### config.mk
export PLATFORM = sky130hd
export DESIGN_NAME = ultra_sonic_echo_emulator
export DESIGN_NICKNAME = d
export VERILOG_FILES = /design/src/rtl/ultra_sonic_echo_emulator.sv
export SDC_FILE = /design/constraint.sdc
export NUM_CORES = 1
export LEC_CHECK = 0
export ABC_AREA = 1
export BUFFER_PORTS_ARGS = -buffer_cell sky130_fd_sc_hd__buf_2
export CORE_MARGIN = 2
export CORE_UTILIZATION = 30
export DETAILED_ROUTE_END_ITERATION = 8
export HOLD_SLACK_MARGIN = 0.05
export PLACE_DENSITY_LB_ADDON = 0.05
export SLEW_MARGIN = 20
export SYNTH_ARGS = -nofsm -noshare
export SYNTH_HDL_FRONTEND = slang
export SYNTH_SLANG_ARGS = --single-unit
### constraint.sdc
create_clock -name clk -period 6.5 [get_ports clk]
set_clock_uncertainty 0.15 [all_clocks]
set_input_delay 1.625 -clock clk [delete_from_list [all_inputs] [get_ports clk]]
set_output_delay 1.625 -clock clk [all_outputs]
set_load 0.005 [all_outputs]
### src/rtl/ultra_sonic_echo_emulator.sv
// HC-SR04-style responder: qualifies a trigger pulse, waits a burst delay, then drives a programmed-width echo.
// Optional echo-width jitter from a 16-bit LFSR is enabled by defining ULTRA_SONIC_ECHO_JITTER_EN.
module ultra_sonic_echo_emulator #(
    parameter int COUNT_WIDTH     = 22,
    parameter int MIN_TRIG_CYCLES = 500,
    parameter int BURST_CYCLES    = 10000,
    parameter int MAX_ECHO_CYCLES = 1250000,
    parameter int TIMEOUT_CYCLES  = 1900000,
    parameter int HOLDOFF_CYCLES  = 500000
) (
    input  logic        clk,
    input  logic        reset,
    input  logic        trigger,
    input  logic [31:0] write_data,
    input  logic        write_valid,
    output logic        echo,
    output logic        busy,
    output logic [7:0]  short_trig_count
);

    localparam logic [COUNT_WIDTH-1:0] MIN_T   = COUNT_WIDTH'(MIN_TRIG_CYCLES);
    localparam logic [COUNT_WIDTH-1:0] BURST_T = COUNT_WIDTH'(BURST_CYCLES);
    localparam logic [COUNT_WIDTH-1:0] MAX_T   = COUNT_WIDTH'(MAX_ECHO_CYCLES);
    localparam logic [COUNT_WIDTH-1:0] TMO_T   = COUNT_WIDTH'(TIMEOUT_CYCLES);
    localparam logic [COUNT_WIDTH-1:0] HOLD_T  = COUNT_WIDTH'(HOLDOFF_CYCLES);
    localparam logic [COUNT_WIDTH-1:0] ONE     = COUNT_WIDTH'(1);

    // Bit 3 is busy and bit 2 is echo, so both outputs come straight off state flops.
    typedef enum logic [3:0] {
        S_IDLE  = 4'b0000,
        S_TRIG  = 4'b0001,
        S_BURST = 4'b1000,
        S_ECHO  = 4'b1100,
        S_HOLD  = 4'b1001
    } state_t;

    state_t                 state_q;
    logic                   sync1_q, trig_s_q, trig_sd_q;
    logic [COUNT_WIDTH-1:0] width_q, trig_cnt_q, cnt_q, eff_q;
    logic [COUNT_WIDTH-1:0] eff_d;
    logic [COUNT_WIDTH:0]   sum_d;
    logic [7:0]             short_q;
    logic                   unused_wdata;

    assign unused_wdata     = ^write_data[31:COUNT_WIDTH];
    assign busy             = state_q[3];
    assign echo             = state_q[2];
    assign short_trig_count = short_q;

`ifdef ULTRA_SONIC_ECHO_JITTER_EN
    logic [15:0] lfsr_q;

    always_ff @(posedge clk or posedge reset) begin
        if (reset)
            lfsr_q <= 16'hACE1;
        else if (state_q == S_TRIG && !trig_s_q && trig_cnt_q >= MIN_T)
            lfsr_q <= {lfsr_q[0] ^ lfsr_q[2] ^ lfsr_q[3] ^ lfsr_q[5], lfsr_q[15:1]};
    end

    assign sum_d = {1'b0, width_q} + (COUNT_WIDTH+1)'(lfsr_q[3:0]);
`else
    assign sum_d = {1'b0, width_q};
`endif

    // Timeout width is exempt from jitter; everything else clamps after the add.
    always_comb begin
        eff_d = sum_d[COUNT_WIDTH-1:0];
        if (width_q == '0)
            eff_d = TMO_T;
        else if (sum_d > {1'b0, MAX_T})
            eff_d = MAX_T;
    end

    always_ff @(posedge clk or posedge reset) begin
        if (reset) begin
            state_q    <= S_IDLE;
            sync1_q    <= 1'b0;
            trig_s_q   <= 1'b0;
            trig_sd_q  <= 1'b0;
            width_q    <= '0;
            trig_cnt_q <= '0;
            cnt_q      <= '0;
            eff_q      <= '0;
            short_q    <= '0;
        end else begin
            sync1_q   <= trigger;
            trig_s_q  <= sync1_q;
            trig_sd_q <= trig_s_q;
            if (write_valid)
                width_q <= write_data[COUNT_WIDTH-1:0];

            case (state_q)
                S_IDLE: begin
                    if (trig_s_q && !trig_sd_q) begin
                        state_q    <= S_TRIG;
                        trig_cnt_q <= ONE;
                    end
                end
                S_TRIG: begin
                    if (trig_s_q) begin
                        if (trig_cnt_q < MIN_T)
                            trig_cnt_q <= trig_cnt_q + ONE;
                    end else if (trig_cnt_q >= MIN_T) begin
                        state_q <= S_BURST;
                        cnt_q   <= BURST_T;
                        eff_q   <= eff_d;
                    end else begin
                        state_q <= S_IDLE;
                        if (short_q != 8'hFF)
                            short_q <= short_q + 8'd1;
                    end
                end
                S_BURST: begin
                    if (cnt_q == ONE) begin
                        state_q <= S_ECHO;
                        cnt_q   <= eff_q;
                    end else begin
                        cnt_q <= cnt_q - ONE;
                    end
                end
                S_ECHO: begin
                    if (cnt_q == ONE) begin
                        state_q <= S_HOLD;
                        cnt_q   <= HOLD_T;
                    end else begin
                        cnt_q <= cnt_q - ONE;
                    end
                end
                S_HOLD: begin
                    if (cnt_q == ONE)
                        state_q <= S_IDLE;
                    else
                        cnt_q <= cnt_q - ONE;
                end
                default: state_q <= S_IDLE;
            endcase
        end
    end

endmodule

==> results.json <==
{
  "synthTopCellsByArea": "dfrtp_1 46%, nand2_1 14%, inv_1 6.8%",
  "clock_power_share_pct": 25.2,
  "synthCells": 743,
  "power.leakage_nw": 3.13,
  "period_share_pct": 43.7,
  "post_cts_buffers": 0,
  "hold_buffers": 0,
  "max_stage_delay_ps": 530,
  "die_area_sq_um": 19600,
  "dr.pass1.iters": 5,
  "io-pin-count": 46,
  "gp_congestion": 0.827,
  "ir_drop_mv": 0.122,
  "grt_setup_unrepaired": "false",
  "fin_nets": 813,
  "cp-startpoint": "state_q[2]$_DFFE_PP0P_",
  "clk_pin_slew_ps": 70,
  "grt_max_degree": 74,
  "wirelength_um": 13800,
  "fillerInstances": 1935,
  "synth_warnings": 0,
  "p_seq_share_pct": 36.3,
  "clock_path_buffers": 2,
  "hold_path.class": "flop to flop",
  "synth_seq_cells": 102,
  "dp_slack_ps": 3380,
  "report.final.slew_viol_count": 0,
  "cts-resized-gates": 0,
  "antenna_found_initial": 0,
  "status": "finished clean",
  "max_freq_ghz": 0.352,
  "critPathKind": "flop to primary output",
  "synth_top_area_cell": "dfrtp_1",
  "fin_util_pct": 34.2,
  "synth_cell_types": 38,
  "diodes": 0,
  "net-switching-power_mw": 0.948,
  "drc": 0,
  "cts_buffers": 9,
  "viasPerCell": 4.52,
  "power_frac_comb_pct": 38.5,
  "track_usage_pct": 15.0,
  "fin_setup_tns_ps": 0,
  "synth_seq_area_share_pct": 46.0,
  "rows": 49,
  "path_buf_inv": 1,
  "grt_pass1_wl_um": 23700,
  "p_total_mw": 2.23,
  "slew_headroom_pct": 36.7,
  "start_kind": "flop",
  "via_count": 4542,
  "avgSynthCellArea_sq_um": 7.47,
  "clk_latency_ps": 350,
  "worstReg2RegStart": "state_q[2]$_DFFE_PP0P_",
  "powerDensity_nw_per_um2": 361,
  "cts-htree-levels": 3,
  "hpwl_um": 10100,
  "cp-end-kind": "primary output",
  "areaGrowthSynthToFinish_pct": 11.4,
  "min_period_ps": 2840,
  "setup_viol": 0,
  "p_int_mw": 1.28,
  "drive_above_1_share_pct": 9.66,
  "clock_sinks": 102,
  "gr-total-overflow": 0,
  "ff2ff_setup_slack_ps": 4150,
  "drtIter0Drc": 379,
  "holdCritStartpoint": "sync1_q$_DFF_PP0_",
  "worst_pin_slew_ps": 949,
  "netlist.area_leader.share_pct": 46.0,
  "switching_share_pct": 42.5,
  "fin_hold_ws_ps": 209,
  "arrival_ps": 1060,
  "wire_per_inst_um": 13.7,
  "timing.final.ws_setup_ps": 3660,
  "cp.required_ps": 4720,
  "grt_pass1_vias": 4578,
  "initial_core_util_pct": 30.7,
  "cap_violations": 0,
  "die_y_um": 140,
  "cp_top_family": "flip-flops",
  "cts_tree": "done",
  "critical_path.cell_chain": "buf_2",
  "syn-num-nets": 784,
  "core_sq_um": 18100,
  "numPortBuffers": 35,
  "ant_nets": 0,
  "die_x_um": 140,
  "slowest_stage": "dfrtp_1",
  "netlist_area_sq_um": 5550,
  "worstPathMaxFanout": 8,
  "cts-root-buf": "clkbuf_16",
  "hold_viol": 0
}
[synth_stat cells]
cell       instances
nor4_1             1
o21bai_1           1
clkbuf_1           6
inv_2              4
nand4_1           11
o211ai_1           2
nand2_1          211
clkbuf_2           1
a21boi_1           1
nor2b_1            1
mux2_2             2
ha_1               5
o21ai_1           11
or2_2              1
xor2_1            17
o31ai_1            3
nor2_1            97
and2_1             1
nand3_1           52
buf_6              9
a21oi_1            6
buf_2              3
clkinv_2           1
nand2_2            4
nor3_1             5
a22oi_1            2
nor3b_1            1
nor2_2             4
nand3_2            1
xnor2_1            6
inv_1            101
a2bb2oi_1          2
nand3b_1           1
o21ai_2            1
nor2_4             4
o21ai_0           53
dfrtp_1          102
a21boi_0           9
[area by class of cell]
class                           instances  area, sq um  share of cell area, %
Clock buffer                           10          239                   3.87
Clock inverter                          5         57.6                  0.931
Inverter                              106          402                   6.50
Multi-Input combinational cell        516         2450                   39.7
Sequential cell                       102         2550                   41.3
Tap cell                              229          287                   4.64
Timing Repair Buffer                   37          190                   3.08
[sequential cells by signal, summed over array words and instances (netlist names)]
signal,flops
trig_sd_q,1
sync1_q,1
trig_cnt_q,22
state_q,3
width_q,22
cnt_q,22
short_trig_count,8
eff_q,22
trig_s_q,1
[through the flow]
step / area, sq um / instances
2_1_floorplan: 5550 / 743
3_3_place_gp: 5880 / 990
3_5_place_dp: 5880 / 990
4_1_cts: 6180 / 1005
5_1_grt: 6180 / 1005
6_report: 6180 / 1005
[power groups by stage]
stage | combinational, mW | clock, mW | sequential (mW)
after global routing | 0.979 | 0.609 | 0.824
after detailed placement | 0.863 | 0 | 0.822
after floorplan | 0.712 | 0 | 0.794
final | 0.858 | 0.562 | 0.810
after global placement | 0.862 | 0 | 0.822
after CTS | 0.868 | 0.582 | 0.811
[cell usage in the layout, fill, tap and decap left out, types with 5 or more instances in the layout]
master,count
xnor2_1,6
a21boi_0,9
nor3_1,5
clkbuf_16,9
buf_2,35
nor2_1,97
a21oi_1,6
nand3_1,52
dfrtp_1,102
ha_1,5
o21ai_1,11
nand2_1,211
inv_1,100
o21ai_0,53
nand4_1,11
xor2_1,17
[layer usage]
metal	global-route usage (%)	part of all wire, %
met3	2.74	2.3
met2	23.8	45
met5	0	0
met1	21.4	52
met4	3.67	0.91
[logic make-up after synthesis]
family | count (synthesis) | share of synthesized area, %
AND/OR/NAND/NOR | 395 | 29.8
buffers and inverters | 125 | 9.79
flip-flops | 102 | 46.0
AO/OA/AOI/OAI | 91 | 9.22
XOR/XNOR | 23 | 3.63
adder cells (fa/ha/maj) | 5 | 1.13
multiplexers | 2 | 0.406
[worst paths after layout]
check                                                 end  depth (start not counted)
worst max register to register       cnt_q[5]$_DFFE_PP0P_                          9
min in group asynchronous       trig_cnt_q[2]$_DFFE_PP0P_                          2
worst min-delay path                   trig_s_q$_DFF_PP0_                          0
worst max-delay path                                 echo                          1
worst min register to register         trig_s_q$_DFF_PP0_                          0
max in group asynchronous            eff_q[8]$_DFFE_PP0P_                          3
No activity file was read; power rests on OpenSTA's default activity.
